--- src/rtl/decode_ctrl_pipe.sv ---
// rtl/decode_ctrl_pipe.sv - registered, handshaked RV32I/Zicsr(/M) decode control
//
// Purpose:
//   Accepts a 32-bit instruction over a valid/ready handshake, decodes it and
//   presents a registered control bundle with its own valid/ready. M-extension
//   ops (optional, macro MDEXT_EN) run through a multi-cycle sequencer that
//   holds off fetch for MUL_CYCLES / DIV_CYCLES. Illegal instructions are
//   flagged and counted in a saturating counter.
//
// Optional feature macro: MDEXT_EN
//   defined   : funct7=7'h01 R-type decodes as M ops; sequencer and md_busy live
//   undefined : those encodings are illegal; md_op/mulsel/divsel/md_busy are 0
//
// Ports:
//   i_clk, i_rst              clock, synchronous active-high reset
//   i_ins, i_ins_valid        instruction word and its valid
//   o_ins_ready               block can accept an instruction this cycle
//   i_hazard                  load-use hazard, blocks accept
//   i_flush                   kill in-flight decode
//   i_out_ready, o_out_valid  bundle handshake
//   o_alusel .. o_rs2         registered control bundle
//   o_md_busy                 M sequencer busy
//   o_ill_count               saturating illegal-instruction count

module decode_ctrl_pipe #(
  parameter int MUL_CYCLES = 1,
  parameter int DIV_CYCLES = 32,
  parameter int CNT_W      = 8
) (
  input  logic             i_clk,
  input  logic             i_rst,
  input  logic [31:0]      i_ins,
  input  logic             i_ins_valid,
  output logic             o_ins_ready,
  input  logic             i_hazard,
  input  logic             i_flush,
  input  logic             i_out_ready,
  output logic             o_out_valid,
  output logic [2:0]       o_alusel,
  output logic [1:0]       o_mulsel,
  output logic [1:0]       o_divsel,
  output logic [1:0]       o_md_op,
  output logic [2:0]       o_storecntrl,
  output logic [4:0]       o_loadcntrl,
  output logic [3:0]       o_cmpcntrl,
  output logic [5:0]       o_brcond,
  output logic             o_branch,
  output logic             o_memread,
  output logic             o_memwrite,
  output logic             o_regwrite,
  output logic             o_alusrc,
  output logic             o_compare,
  output logic             o_auipc,
  output logic             o_lui,
  output logic             o_jal,
  output logic             o_jalr,
  output logic [2:0]       o_csrsel,
  output logic             o_csrread,
  output logic             o_csrwrite,
  output logic             o_illegal_ins,
  output logic [4:0]       o_rd,
  output logic [4:0]       o_rs1,
  output logic [4:0]       o_rs2,
  output logic             o_md_busy,
  output logic [CNT_W-1:0] o_ill_count
);

  localparam int MAXC = (MUL_CYCLES > DIV_CYCLES) ? MUL_CYCLES : DIV_CYCLES;
  localparam int CW   = (MAXC > 1) ? $clog2(MAXC) : 1;

  typedef enum logic [0:0] {S_IDLE, S_MD_BUSY} state_t;

  typedef struct packed {
    logic [2:0] alusel;
    logic [1:0] mulsel;
    logic [1:0] divsel;
    logic [1:0] md_op;
    logic [2:0] storecntrl;
    logic [4:0] loadcntrl;
    logic [3:0] cmpcntrl;
    logic [5:0] brcond;
    logic       branch;
    logic       memread;
    logic       memwrite;
    logic       regwrite;
    logic       alusrc;
    logic       compare;
    logic       auipc;
    logic       lui;
    logic       jal;
    logic       jalr;
    logic [2:0] csrsel;
    logic       csrread;
    logic       csrwrite;
    logic       illegal_ins;
    logic [4:0] rd;
    logic [4:0] rs1;
    logic [4:0] rs2;
  } ctrl_t;

  state_t           r_state, w_state_nxt;
  logic [CW-1:0]    r_cnt, w_cnt_nxt, w_md_load;
  ctrl_t            r_ctrl, w_dec;
  logic             r_out_valid;
  logic [CNT_W-1:0] r_ill_count;
  logic             w_ill, w_accept, w_zero, w_md_done, w_go_busy;
  logic [6:0]       w_opcode, w_funct7;
  logic [2:0]       w_funct3;

  assign w_opcode = i_ins[6:0];
  assign w_funct3 = i_ins[14:12];
  assign w_funct7 = i_ins[31:25];
  assign w_zero   = (i_ins == 32'h0);

  assign o_ins_ready = (r_state == S_IDLE) && (!r_out_valid || i_out_ready)
                       && !i_hazard && !i_flush;
  assign w_accept    = i_ins_valid && o_ins_ready;

  // Instruction decode
  always_comb begin
    w_dec     = '0;
    w_ill     = 1'b0;
    w_dec.rd  = i_ins[11:7];
    w_dec.rs1 = i_ins[19:15];
    w_dec.rs2 = i_ins[24:20];
    case (w_opcode)
      7'b0110011: begin
        w_dec.regwrite = 1'b1;
        case (w_funct7)
          7'h00: begin
            case (w_funct3)
              3'b000: w_dec.alusel = 3'b000;
              3'b001: w_dec.alusel = 3'b101;
              3'b010: begin w_dec.compare = 1'b1; w_dec.cmpcntrl = 4'b0001; w_dec.alusel = 3'b001; end
              3'b011: begin w_dec.compare = 1'b1; w_dec.cmpcntrl = 4'b0010; w_dec.alusel = 3'b001; end
              3'b100: w_dec.alusel = 3'b100;
              3'b101: w_dec.alusel = 3'b110;
              3'b110: w_dec.alusel = 3'b011;
              default: w_dec.alusel = 3'b010;
            endcase
          end
          7'h20: begin
            if (w_funct3 == 3'b000)      w_dec.alusel = 3'b001;
            else if (w_funct3 == 3'b101) w_dec.alusel = 3'b111;
            else                         w_ill = 1'b1;
          end
`ifdef MDEXT_EN
          7'h01: begin
            if (w_funct3[2]) begin
              w_dec.md_op  = 2'b10;
              w_dec.divsel = w_funct3[1:0];
            end else begin
              w_dec.md_op  = 2'b01;
              w_dec.mulsel = w_funct3[1:0];
            end
          end
`endif
          default: w_ill = 1'b1;
        endcase
      end
      7'b0010011: begin
        w_dec.regwrite = 1'b1;
        w_dec.alusrc   = 1'b1;
        case (w_funct3)
          3'b000: w_dec.alusel = 3'b000;
          3'b010: begin w_dec.compare = 1'b1; w_dec.cmpcntrl = 4'b0100; w_dec.alusel = 3'b001; end
          3'b011: begin w_dec.compare = 1'b1; w_dec.cmpcntrl = 4'b1000; w_dec.alusel = 3'b001; end
          3'b100: w_dec.alusel = 3'b100;
          3'b110: w_dec.alusel = 3'b011;
          3'b111: w_dec.alusel = 3'b010;
          3'b001: begin
            if (w_funct7 == 7'h00) w_dec.alusel = 3'b101;
            else                   w_ill = 1'b1;
          end
          default: begin
            if (w_funct7 == 7'h00)      w_dec.alusel = 3'b110;
            else if (w_funct7 == 7'h20) w_dec.alusel = 3'b111;
            else                        w_ill = 1'b1;
          end
        endcase
      end
      7'b0000011: begin
        w_dec.regwrite = 1'b1;
        w_dec.alusrc   = 1'b1;
        w_dec.memread  = 1'b1;
        case (w_funct3)
          3'b000:  w_dec.loadcntrl = 5'b00001;
          3'b001:  w_dec.loadcntrl = 5'b00010;
          3'b010:  w_dec.loadcntrl = 5'b00100;
          3'b100:  w_dec.loadcntrl = 5'b01000;
          3'b101:  w_dec.loadcntrl = 5'b10000;
          default: w_ill = 1'b1;
        endcase
      end
      7'b0100011: begin
        w_dec.alusrc   = 1'b1;
        w_dec.memwrite = 1'b1;
        case (w_funct3)
          3'b000:  w_dec.storecntrl = 3'b001;
          3'b001:  w_dec.storecntrl = 3'b010;
          3'b010:  w_dec.storecntrl = 3'b100;
          default: w_ill = 1'b1;
        endcase
      end
      7'b1100011: begin
        w_dec.branch = 1'b1;
        w_dec.alusel = 3'b001;
        case (w_funct3)
          3'b000:  w_dec.brcond = 6'b000001;
          3'b001:  w_dec.brcond = 6'b000010;
          3'b100:  w_dec.brcond = 6'b000100;
          3'b101:  w_dec.brcond = 6'b001000;
          3'b110:  w_dec.brcond = 6'b010000;
          3'b111:  w_dec.brcond = 6'b100000;
          default: w_ill = 1'b1;
        endcase
      end
      7'b0110111: begin w_dec.lui   = 1'b1; w_dec.alusrc = 1'b1; w_dec.regwrite = 1'b1; end
      7'b0010111: begin w_dec.auipc = 1'b1; w_dec.alusrc = 1'b1; w_dec.regwrite = 1'b1; end
      7'b1101111: begin w_dec.jal   = 1'b1; w_dec.regwrite = 1'b1; end
      7'b1100111: begin
        if (w_funct3 == 3'b000) begin
          w_dec.jalr = 1'b1; w_dec.alusrc = 1'b1; w_dec.regwrite = 1'b1;
        end else begin
          w_ill = 1'b1;
        end
      end
      // FENCE is architecturally a no-op for this core: a valid, empty bundle
      7'b0001111: w_ill = 1'b0;
      7'b1110011: begin
        if (w_funct3[1:0] == 2'b00) begin
          w_ill = 1'b1;
        end else begin
          w_dec.csrsel   = w_funct3;
          w_dec.regwrite = 1'b1;
          w_dec.alusrc   = w_funct3[2];
          // CSRRW(I) skips the read for rd==x0; CSRRS/C(I) skip the write for rs1/uimm==0
          if (w_funct3[1:0] == 2'b01) begin
            w_dec.csrwrite = 1'b1;
            w_dec.csrread  = (i_ins[11:7] != 5'd0);
          end else begin
            w_dec.csrread  = 1'b1;
            w_dec.csrwrite = (i_ins[19:15] != 5'd0);
          end
        end
      end
      default: w_ill = 1'b1;
    endcase
    if (w_ill) begin
      w_dec             = '0;
      w_dec.illegal_ins = 1'b1;
      w_dec.rd          = i_ins[11:7];
      w_dec.rs1         = i_ins[19:15];
      w_dec.rs2         = i_ins[24:20];
    end
    if (w_dec.rd == 5'd0) w_dec.regwrite = 1'b0;
  end

  assign w_md_load = (w_dec.md_op == 2'b01) ? CW'(MUL_CYCLES - 1) : CW'(DIV_CYCLES - 1);

  // M sequencer: state register
  always_ff @(posedge i_clk) begin
    if (i_rst) begin
      r_state <= S_IDLE;
      r_cnt   <= '0;
    end else begin
      r_state <= w_state_nxt;
      r_cnt   <= w_cnt_nxt;
    end
  end

  // M sequencer: next state. A zero load count means single-cycle, no busy phase.
  always_comb begin
    w_state_nxt = r_state;
    w_cnt_nxt   = r_cnt;
    w_md_done   = 1'b0;
    w_go_busy   = 1'b0;
    case (r_state)
      S_IDLE: begin
        if (w_accept && (w_dec.md_op != 2'b00) && (w_md_load != '0)) begin
          w_state_nxt = S_MD_BUSY;
          w_cnt_nxt   = w_md_load;
          w_go_busy   = 1'b1;
        end
      end
      S_MD_BUSY: begin
        w_cnt_nxt = r_cnt - CW'(1);
        if (r_cnt == CW'(1)) begin
          w_state_nxt = S_IDLE;
          w_md_done   = 1'b1;
        end
      end
      default: begin
        w_state_nxt = S_IDLE;
        w_cnt_nxt   = '0;
      end
    endcase
    if (i_flush) begin
      w_state_nxt = S_IDLE;
      w_cnt_nxt   = '0;
      w_md_done   = 1'b0;
      w_go_busy   = 1'b0;
    end
  end

  // Bundle, valid and illegal counter
  always_ff @(posedge i_clk) begin
    if (i_rst) begin
      r_ctrl      <= '0;
      r_out_valid <= 1'b0;
      r_ill_count <= '0;
    end else begin
      if (w_accept) r_ctrl <= w_zero ? '0 : w_dec;

      if (i_flush)                        r_out_valid <= 1'b0;
      else if (w_accept)                  r_out_valid <= !w_zero && !w_go_busy;
      else if (w_md_done)                 r_out_valid <= 1'b1;
      else if (r_out_valid && i_out_ready) r_out_valid <= 1'b0;

      if (w_accept && !w_zero && w_dec.illegal_ins && (r_ill_count != {CNT_W{1'b1}}))
        r_ill_count <= r_ill_count + CNT_W'(1);
    end
  end

`ifdef MDEXT_EN
  assign o_md_busy = (r_state == S_MD_BUSY);
`else
  assign o_md_busy = 1'b0;
`endif

  assign o_out_valid   = r_out_valid;
  assign o_ill_count   = r_ill_count;
  assign o_alusel      = r_ctrl.alusel;
  assign o_mulsel      = r_ctrl.mulsel;
  assign o_divsel      = r_ctrl.divsel;
  assign o_md_op       = r_ctrl.md_op;
  assign o_storecntrl  = r_ctrl.storecntrl;
  assign o_loadcntrl   = r_ctrl.loadcntrl;
  assign o_cmpcntrl    = r_ctrl.cmpcntrl;
  assign o_brcond      = r_ctrl.brcond;
  assign o_branch      = r_ctrl.branch;
  assign o_memread     = r_ctrl.memread;
  assign o_memwrite    = r_ctrl.memwrite;
  assign o_regwrite    = r_ctrl.regwrite;
  assign o_alusrc      = r_ctrl.alusrc;
  assign o_compare     = r_ctrl.compare;
  assign o_auipc       = r_ctrl.auipc;
  assign o_lui         = r_ctrl.lui;
  assign o_jal         = r_ctrl.jal;
  assign o_jalr        = r_ctrl.jalr;
  assign o_csrsel      = r_ctrl.csrsel;
  assign o_csrread     = r_ctrl.csrread;
  assign o_csrwrite    = r_ctrl.csrwrite;
  assign o_illegal_ins = r_ctrl.illegal_ins;
  assign o_rd          = r_ctrl.rd;
  assign o_rs1         = r_ctrl.rs1;
  assign o_rs2         = r_ctrl.rs2;

endmodule
--- config.mk ---
export PLATFORM = sky130hd
export DESIGN_NAME = decode_ctrl_pipe
export DESIGN_NICKNAME = d
export VERILOG_FILES = /design/src/rtl/decode_ctrl_pipe.sv
export SDC_FILE = /design/constraint.sdc
export NUM_CORES = 1
export LEC_CHECK = 0
export BUFFER_PORTS_ARGS = -buffer_cell sky130_fd_sc_hd__buf_2
export CORE_MARGIN = 10
export CORE_UTILIZATION = 46
export DETAILED_ROUTE_END_ITERATION = 6
export GPL_TIMING_DRIVEN = 0
export MAX_ROUTING_LAYER = met4
export PLACE_DENSITY = 0.75
export SETUP_SLACK_MARGIN = 0.02
export SYNTH_ARGS = -nofsm -noshare
export SYNTH_HDL_FRONTEND = slang
export SYNTH_SLANG_ARGS = --single-unit
--- constraint.sdc ---
create_clock -name i_clk -period 2.2 [get_ports i_clk]
set_clock_uncertainty 0.15 [all_clocks]
set_input_delay 0.22 -clock i_clk [delete_from_list [all_inputs] [get_ports i_clk]]
set_output_delay 0.22 -clock i_clk [all_outputs]
set_load 0.02 [all_outputs]
==> qor.yml, run 1 <==
outcome:
  status: "completed"
worst_setup_path:
  crit_path_max_fanout: 5
  crit_path_start_kind: "input pin"
  worstPathRequired_ns: 2.31
  worstSetupPathType: "in -> reg"
  r2r_slack_ns: 0.09
  worstPathArrival_ns: 2.27
  endpoint_kind: "flip-flop"
synthesis:
  synth_compound_area_share_pct: 20.5
  avgSynthCellArea_sq_um: 8.76
  synth.distinct_cells: 67
  ys_async_sr_fraction_pct: 0
  ys_seq_area_share_pct: 41.4
  synth.mux.area_fraction_pct: 1.35
  synth.ff_latch_count: 67
  ys.flop_type: "dfxtp_1"
  synth_area_sq_um: 3240
  syn_inst: 370
  yosys.area_share.simple_pct: 28.1
  ys_warn_count: 0
  synth_edf_count: 0
  synth_xor_area_share_pct: 1.35
  yosys.area_share.adder_pct: 1.16
  synth_top_family_by_area: "simple AND/OR/NAND/NOR gates"
route:
  vias_per_cell: 5.49
  wl_per_cell_microns: 17.8
  wirelength_microns: 10700
  vias: 3302
  drc: 0
  firstDrtPassIters: 5
  first_iter_violations: 173
  ant_nets: 0
clock_tree:
  clock_latency_ns: 0.34
  cts_root_buffer: "clkbuf_8"
  cts_inserted_buffers: 9
  clkTransAtPathRegs_ns: 0.07
  cts_max_path_buffers: 2
  cts_tree: "yes"
  htreeDepth: 3
  cts_sinks: 67
die:
  die_h_microns: 104
  rows: 30
  ioPinCount: 107
  core_area_sq_um: 6830
  die_area_sq_um: 10800
  start_util_pct: 47.4
  die_w_microns: 104
global_routing:
  grt_usage_pct: 19.3
  overflow: 0
  grt_first_pass_wirelength_microns: 16900
  grt_pass1_vias: 3367
  antenna_found_initial: 0
  grt_max_degree: 11
power_and_ir_drop:
  vdd_drop_max_uv: 352
  power_frac_seq_pct: 46.7
  combPwrFrac_pct: 11.9
  power_mw: 2.63
  internal_power_mw: 1.98
  power.share.switching_pct: 24.7
  p_sw_mw: 0.651
  cellLeakagePower_nw: 1.87
  pwr_density_cell_nw_per_um2: 597
  pwr-share-clk_pct: 41.3
timing:
  fmax_mhz: 464
  maxSlewHeadroom_pct: 61.0
  drv_slew: 0
  rsz0062_at_grt: "true"
  hold_viol: 0
  fin_crit_sh_pct: 97.9
  setup_viol: 0
  fin_crit_ns: 2.15
  finalSetupTns_ns: 0
  worstMarginPinSlew_ns: 0.585
final_layout:
  fillers: 608
  multiInputGateArea_sq_um: 1860
  drive_gt1_share_pct: 34.7
  final-seq-area_sq_um: 1340
  nNetsFinal: 542
  areaGrowthSynthToFinish_pct: 36.2
  final_cell_area_sq_um: 4410
  diodes: 0
placement:
  io_buffers: 96
  place_area_sq_um: 3870
  place.gp.congestion: 0.886
  dp_hpwl_microns: 7990
hold_path:
  holdCritPathClass: "in -> reg"
job:
  drv_cap: 0
-- layout make-up --
cell class / instances / area share (%)
multi-input cells: 269 / 42.0
flip-flops and latches: 67 / 30.4
repair buffers: 115 / 15.3
clock buffers: 14 / 4.14
plain buffers: 31 / 3.97
well taps: 96 / 2.72
clock inverters: 1 / 0.680
inverters: 8 / 0.680
-- timing repair --
item                                   in CTS  in global routing
cloned                                      0                  2
setup buffers                               2                  2
pin swaps                                   2                  6
resized for setup                          10                 21
setup endpoints to repair                  60                 40
hold buffers                               13                  0
endpoints found under the hold margin      13                  0
-- registers in the layout (all words and copies together), names as in the netlist, 3 cells and up --
signal and count:
o_alusel 3, o_rs1 5, o_brcond 6, o_ill_count 8, o_loadcntrl 5, o_cmpcntrl 4
o_csrsel 3, o_rs2 5, o_storecntrl 3, o_rd 5, r_cnt 5
-- cell usage in the layout, fill, tap and decap left out, types with 7 or more instances in the layout --
master         instances
buf_4                 12
o21ai_0                7
nor2b_1                8
buf_2                102
dfxtp_1               66
nor2_1                35
nand2_1               45
clkbuf_1              14
conb_1                 7
a21oi_1               15
inv_1                  8
dlygate4sd3_1         13
clkbuf_8              13
a22oi_1               17
nand3_1               14
-- path summary, 6_finish.rpt --
path	start	to	depth (start not counted)
setup / recovery	i_ins[28]	o_loadcntrl[4]	9
hold / removal	i_ins[15]	o_rs1[0]	3
setup reg to reg	r_state	o_loadcntrl[4]	8
hold reg to reg	o_compare	o_compare	2
-- stage by stage --
step                hold slack [ns]  util (%)  setup slack (ns)  cells
floorplan                     0.218         -           0.00501    376
global placement              0.274      56.7            -0.418    568
detailed placement            0.281      56.7            -0.521    568
CTS                          0.0114      62.6            0.0456    597
global route                 0.0410      64.6          -0.00616    601
finish                       0.0227      64.6            0.0466    601
-- power by group through the flow --
stage | sequential (mW) | clock, mW | combinational, mW
floorplan | 1.27 | 0 | 0.151
global placement | 1.26 | 0 | 0.266
detailed placement | 1.26 | 0 | 0.270
CTS | 1.23 | 1.10 | 0.296
global route | 1.23 | 1.14 | 0.341
finish | 1.23 | 1.09 | 0.314
-- logic make-up (layout without fill, tap and decap cells) --
group / count (synthesis) / in the layout
xor gates and xnor gates: 5 / 5
buffers and inverters: 40 / 169
adders and majority gates: 3 / 3
DFF: 67 / 67
AOI/OAI and AO/OA: 85 / 85
other: 1 / 7
and+or+nand+nor: 165 / 165
muxes: 4 / 4
-- critical path, cell delays in order --
cell,delay (ns)
buf_6,0.09
or4_4,0.55
nor3_4,0.28
a211o_2,0.20
and4b_1,0.24
buf_6,0.15
nand3_4,0.13
buf_8,0.18
o31ai_4,0.23
-- Yosys cell counts, types with 4 or more instances --
cell	number	area, sq um
o31ai_2	6	75.1
o21ai_2	4	35.0
o21ai_0	8	40.0
a22oi_1	17	128
buf_4	8	60.1
nand3b_1	4	30.0
nor3b_1	6	45.0
nor4_1	5	31.3
nor2b_1	8	50.1
nand2_1	45	169
nand2b_1	5	31.3
a21oi_1	16	80.1
nor3_1	8	40.0
buf_2	6	30.0
dfxtp_1	67	1340
a32o_1	5	50.1
and3_1	5	31.3
clkbuf_1	17	63.8
nand3_1	14	70.1
inv_1	8	30.0
o41ai_1	4	35.0
nor2_1	36	135
-- routing by layer --
metal / wire length, microns / share of wire, % / track usage, % / vias up
li1: - / - / - / 1587
met1: 4800 / 45 / 23.3 / 1554
met2: 5160 / 48 / 31.4 / 145
met3: 522 / 4.9 / 2.97 / 16
met4: 243 / 2.3 / 8.35 / 0
met5: 0 / 0 / - / -
(Power assumes the default switching activity.)
==> run 2, diff against run 1 <==
Settings changed: CORE_UTILIZATION 46 to 50, PLACE_DENSITY 0.75 to 0.77.
Clock period 2.2 ns to 2.4 ns, I/O delays scaled along.
==> qor.yml, run 2 (synthesis gave the netlist of run 1 again) <==
job:
  drv_cap: 0  # unchanged
die:
  core_area_sq_um: 6310  # was 6830 sq um
  ioPinCount: 107  # unchanged
  die_h_microns: 100  # was 104 microns
  die_area_sq_um: 10100  # was 10800 sq um
  start_util_pct: 51.3  # was 47.4%
  die_w_microns: 100  # was 104 microns
  rows: 29  # was 30
final_layout:
  final-seq-area_sq_um: 1340  # about the same
  fillers: 586  # was 608
  largest_register_ffs: 8  # unchanged
  areaGrowthSynthToFinish_pct: 28.6  # was 36.2%
  diodes: 0  # unchanged
  multiInputGateArea_sq_um: 1760  # was 1860 sq um
  drive_gt1_share_pct: 32.7  # was 34.7%
  final_cell_mix: "102 x buf_2, 67 x dfxtp_1, 45 x nand2_1, 36 x nor2_1, 18 x clkbuf_1"  # was 102 x buf_2, 66 x dfxtp_1, 45 x nand2_1, 35 x nor2_1, 17 x a22oi_1
  layout.cells.most_common: "buf_2"  # unchanged
  nNetsFinal: 535  # was 542
  final_util_pct: 66.0  # was 64.6%
clock_tree:
  htreeDepth: 3  # unchanged
  cts_sinks: 67  # unchanged
  cts_max_path_buffers: 2  # unchanged
  cts_tree: "yes"  # unchanged
  clkTransAtPathRegs_ns: 0.07  # about the same
  cts_inserted_buffers: 9  # unchanged
  cts_root_buffer: "clkbuf_8"  # unchanged
  clock_latency_ns: 0.35  # was 0.34 ns
global_routing:
  grt_usage_pct: 20.3  # was 19.3%
  grt_first_pass_wirelength_microns: 16200  # was 16900 microns
  grt_pass1_vias: 3258  # was 3367
  grt_max_degree: 11  # unchanged
  antenna_found_initial: 0  # unchanged
  overflow: 0  # unchanged
route:
  met2_length_microns: 4750  # was 5160 microns
  firstDrtPassIters: 5  # unchanged
  m1WireLength_microns: 4550  # was 4800 microns
  dr_wl_met3_microns: 851  # was 522 microns
  vias: 3261  # was 3302
  drc: 0  # unchanged
  wirelength_microns: 10300  # was 10700 microns
  ant_nets: 0  # unchanged
  wl_per_cell_microns: 17.9  # was 17.8 microns
  vias_per_cell: 5.67  # was 5.49
  top_layer_used: "met4"  # unchanged
  first_iter_violations: 198  # was 173
worst_setup_path:
  worstSetupStartpoint: "r_state"  # was i_ins[28]
  r2r_cells: 8  # unchanged
  endpoint_kind: "flip-flop"  # unchanged
  worstPathRequired_ns: 2.48  # was 2.31 ns
  worstSetupPathType: "reg -> reg"  # was in -> reg
  r2r_slack_ns: 0.14  # was 0.09 ns
  crit_path_max_fanout: 8  # was 5
  r2r-end: "o_ill_count[3]"  # was o_loadcntrl[4]
  crit_path_start_kind: "flip-flop"  # was input pin
  path_cells: "clkbuf_1, nor3_2, nand3b_1, buf_4, a41oi_4, nand2_2, nor3b_1, mux2_2"  # was buf_6, or4_4, nor3_4, a211o_2, and4b_1, buf_6, nand3_4, buf_8, o31ai_4
  slowest_delay_ns: 0.36  # was 0.55 ns
  reg2reg_from: "r_state"  # unchanged
  worstPathArrival_ns: 2.35  # was 2.27 ns
  endpoint: "o_ill_count[3]"  # was o_loadcntrl[4]
  slowest_stage: "mux2_2"  # was or4_4
hold_path:
  holdCritPathClass: "in -> reg"  # unchanged
power_and_ir_drop:
  pwr_density_cell_nw_per_um2: 562  # was 597 nW/um^2
  cellLeakagePower_nw: 1.78  # was 1.87 nW
  vdd_drop_max_uv: 491  # was 352 uV
outcome:
  status: "completed"  # unchanged
placement:
  dp_hpwl_microns: 7670  # was 7990 microns
  place.gp.congestion: 0.920  # was 0.886
  io_buffers: 96  # unchanged
timing:
  fmax_mhz: 442
  hold_viol: 0  # unchanged
  rsz0062_at_grt: "false"  # was true
  worstMarginPinSlew_ns: 0.651  # was 0.585 ns
  maxSlewHeadroom_pct: 56.2  # was 61.0%
  drv_slew: 0  # unchanged
  setup_viol: 0  # unchanged
  fin_crit_ns: 2.26
  fin_crit_sh_pct: 94.2
  hold_ws_ns: 0.00244  # was 0.0227 ns
## run 2: what timing repair did
item	4_1_cts	5_1_grt
hold buffers	8	0
endpoints found under the hold margin	8	0
pin swaps	1	1
cloned	0	0
gates resized for setup	2	5
buffers inserted	3	0
endpoints found under the setup margin	56	33
## run 2: area by class of cell
cell class              instances  area share [%]
repair buffers                107            14.0
multi-input cells             269            42.1
well taps                      77            2.31
plain buffers                  32            3.99
clock inverters                 2           0.841
flip-flops and latches         67            32.2
clock buffers                  13            3.81
inverters                       8           0.721
## run 2: worst max-delay path: cells and delay by family, from the launching register on
kind                   cells  cell delay [ns]
flip-flops                 1             0.30
multiplexers               1             0.36
AND/OR/NAND/NOR            4             0.70
buffers and inverters      2             0.35
AO/OA/AOI/OAI              1             0.27
## run 2: how the worst min path moves through the flow
stage / startpoint / to / slack [ns] / depth (start not counted)
after CTS: i_ins[16] / o_rs1[1] / 0.0009 / 3
final: i_ins[21] / o_rs2[1] / 0.002 / 3
after global placement: o_cmpcntrl[3] / o_cmpcntrl[3] / 0.27 / 2
after global routing: i_ins[20] / o_rs2[0] / 0.03 / 3
after floorplan: i_ins[7] / o_rd[0] / 0.24 / 2
after detailed placement: o_cmpcntrl[1] / o_cmpcntrl[1] / 0.28 / 2
## run 2: through the flow
step	total power [mW]	instances	area [sq um]	TNS (ns)	setup slack, ns
6_report	2.34	575	4170	0	0.138
4_1_cts	2.34	575	4150	0	0.0488
2_1_floorplan	1.30	376	3260	0	0.156
3_3_place_gp	1.39	549	3840	-4.31	-0.252
3_5_place_dp	1.40	549	3840	-7.20	-0.313
5_1_grt	2.42	575	4170	0	0.0451
## run 2: report_power, final
group	internal (mW)	leakage [nW]	total [mW]	switching [mW]
Sequential	1.12	0.541	1.13	0.00567
Combinational	0.0964	1.14	0.266	0.170
Clock	0.530	0.0995	0.945	0.415
## run 2: metal layers
layer | GRT usage, % | up-vias
met5 | - | -
met4 | 5.87 | 0
met3 | 6.17 | 16
met2 | 31.4 | 143
met1 | 25.0 | 1529
li1 | - | 1573
==> run 3, diff against run 2 <==
Clock period 2.4 ns to 2.38 ns, I/O delays scaled along.
==> qor.yml, run 3 (synthesis gave the netlist of run 1 again) <==
route:
  vias_per_cell: 5.68  # was 5.67
  ant_nets: 0  # unchanged
  drc: 0  # unchanged
  wirelength_microns: 10300  # about the same
  wl_per_cell_microns: 17.9  # about the same
  vias: 3283  # was 3261
  firstDrtPassIters: 4  # was 5
  first_iter_violations: 200  # was 198
outcome:
  status: "completed"  # unchanged
timing:
  setup_viol: 0  # unchanged
  worstMarginPinSlew_ns: 0.652  # was 0.651 ns
  fin_crit_ns: 2.26  # about the same
  rsz0062_at_grt: "false"  # unchanged
  setup_ws_ns: 0.120  # was 0.138 ns
  maxSlewHeadroom_pct: 56.2  # about the same
  drv_slew: 0  # unchanged
  fin_crit_sh_pct: 95.0  # was 94.2%
  fmax_mhz: 442  # about the same
  hold_viol: 0  # unchanged
global_routing:
  grt_max_degree: 11  # unchanged
  antenna_found_initial: 0  # unchanged
  overflow: 0  # unchanged
  grt_pass1_vias: 3269  # was 3258
  grt_first_pass_wirelength_microns: 16500  # was 16200 microns
  grt_usage_pct: 20.7  # was 20.3%
worst_setup_path:
  critPathBufInv: 2  # unchanged
  crit_path_max_fanout: 8  # unchanged
  worstSetupPathType: "reg -> reg"  # unchanged
  crit_path_start_kind: "flip-flop"  # unchanged
  slowest_delay_ns: 0.36  # about the same
  critical_path.top_delay_family: "simple AND/OR/NAND/NOR gates"  # unchanged
  worstPathRequired_ns: 2.46  # was 2.48 ns
  r2r-end: "o_ill_count[3]"  # unchanged
  slowest_stage: "mux2_2"  # unchanged
  r2r_cells: 8  # unchanged
  path_cells: "clkbuf_1, nor3_2, nand3b_1, buf_4, a41oi_4, nand2_2, nor3b_1, mux2_2"  # unchanged
  reg2reg_from: "r_state"  # unchanged
  cp.depth: 8  # unchanged
  worstPathArrival_ns: 2.34  # was 2.35 ns
  endpoint_kind: "flip-flop"  # unchanged
  r2r_slack_ns: 0.12  # was 0.14 ns
power_and_ir_drop:
  vdd_drop_max_uv: 499  # was 491 uV
  combPwrFrac_pct: 11.5  # was 11.4%
  internal_power_mw: 1.77  # was 1.75 mW
  power.share.switching_pct: 25.2  # about the same
  pwr-share-clk_pct: 40.3  # was 40.4%
  cellLeakagePower_nw: 1.79  # was 1.78 nW
  power_mw: 2.36  # was 2.34 mW
  power_frac_seq_pct: 48.2  # about the same
  pwr_density_cell_nw_per_um2: 563  # was 562 nW/um^2
  p_sw_mw: 0.596  # was 0.591 mW
hold_path:
  min_path_cells: 3  # unchanged
  hold_end: "o_rs2[0]"  # was o_rs2[1]
  holdCritPathClass: "in -> reg"  # unchanged
  hold_path.startpoint: "i_ins[20]"  # was i_ins[21]
die:
  die_area_sq_um: 10100  # unchanged
  rows: 29  # unchanged
  die_h_microns: 100  # unchanged
  core_area_sq_um: 6310  # unchanged
  start_util_pct: 51.3  # unchanged
  die_w_microns: 100  # unchanged
  ioPinCount: 107  # unchanged
clock_tree:
  clock_latency_ns: 0.34  # was 0.35 ns
  clkTransAtPathRegs_ns: 0.07  # about the same
  cts_root_buffer: "clkbuf_8"  # unchanged
  cts_sinks: 67  # unchanged
  cts_max_path_buffers: 2  # unchanged
  htreeDepth: 3  # unchanged
  cts_inserted_buffers: 9  # unchanged
  cts_tree: "yes"  # unchanged
final_layout:
  areaGrowthSynthToFinish_pct: 29.5  # was 28.6%
  final_cell_area_sq_um: 4200  # was 4170 sq um
  diodes: 0  # unchanged
  final_cell_mix: "102 x buf_2, 67 x dfxtp_1, 45 x nand2_1, 36 x nor2_1, 18 x clkbuf_1"  # unchanged
  fillers: 582  # was 586
  largest_register_ffs: 8  # unchanged
  layout.cells.most_common: "buf_2"  # unchanged
  drive_gt1_share_pct: 32.5  # was 32.7%
  nNetsFinal: 538  # was 535
placement:
  place_area_sq_um: 3840  # unchanged
  place.gp.congestion: 0.920  # unchanged
  pre_cts_slack_ns: -0.333  # was -0.313 ns
  io_buffers: 96  # unchanged
  dp_hpwl_microns: 7670  # unchanged
job:
  drv_cap: 0  # unchanged
run 3: cell count changes in the layout (fill, tap and decap cells not counted), sizes merged:
cell / change
dlygate4sd3: +3
run 3: worst reg2reg max path, delay by kind of cell (launching register included):
kind	cells	cell delay, ns
buf+inv	2	0.35
flops	1	0.30
mux	1	0.36
compound gates	1	0.27
simple gates	4	0.72
run 3: worst max-delay path by stage:
stage | startpoint | endpoint | slack (ns)
after floorplan | i_ins[3] | o_ill_count[5] | 0.14
after global placement | i_ins[4] | o_ill_count[5] | -0.27
after detailed placement | r_state | o_ill_count[3] | -0.33
after CTS | r_state | o_ill_count[3] | 0.03
after global routing | r_state | o_ill_count[3] | 0.03
final | r_state | o_ill_count[3] | 0.12
run 3: area by class of cell:
class                   instances  area, sq um  share of cell area [%]
multi-input cells             269         1760                    41.8
clock buffers                  13          159                    3.79
plain buffers                  32          166                    3.97
well taps                      77         96.3                    2.30
repair buffers                110          613                    14.6
flip-flops and latches         67         1340                    32.0
inverters                       8         30.0                   0.716
clock inverters                 2         35.0                   0.835
run 3: metal layers:
layer  vias to the layer above  global-route usage (%)  share of wire, %
met5                         -                       -                 0
met4                         0                    5.87               1.5
met3                        17                    6.45               8.2
met2                       139                    32.5                47
met1                      1542                    24.8                43
li1                       1585                       -                 -
run 3: timing repair:
item / CTS / global route
hold buffers: 11 / 0
setup buffers: 3 / 0
resized for setup: 2 / 5
endpoints found under the setup margin: 57 / 37
endpoints found under the hold margin: 11 / 0
pin swaps: 1 / 1
run 3: metrics by stage:
step,hold slack [ns],util (%),instances,setup TNS [ns]
after floorplan,0.236,-,376,0
after global routing,0.0265,66.5,578,0
after global placement,0.274,60.8,549,-5.35
after CTS,0.00432,66.2,578,0
final,0.0140,66.5,578,0
after detailed placement,0.278,60.8,549,-8.32
run 3: power groups by stage:
stage	registers [mW]	clock network (mW)	logic, mW
global route	1.14	1.01	0.296
finish	1.14	0.953	0.272
global placement	1.16	0	0.244
detailed placement	1.16	0	0.246
floorplan	1.18	0	0.140
CTS	1.14	0.962	0.265
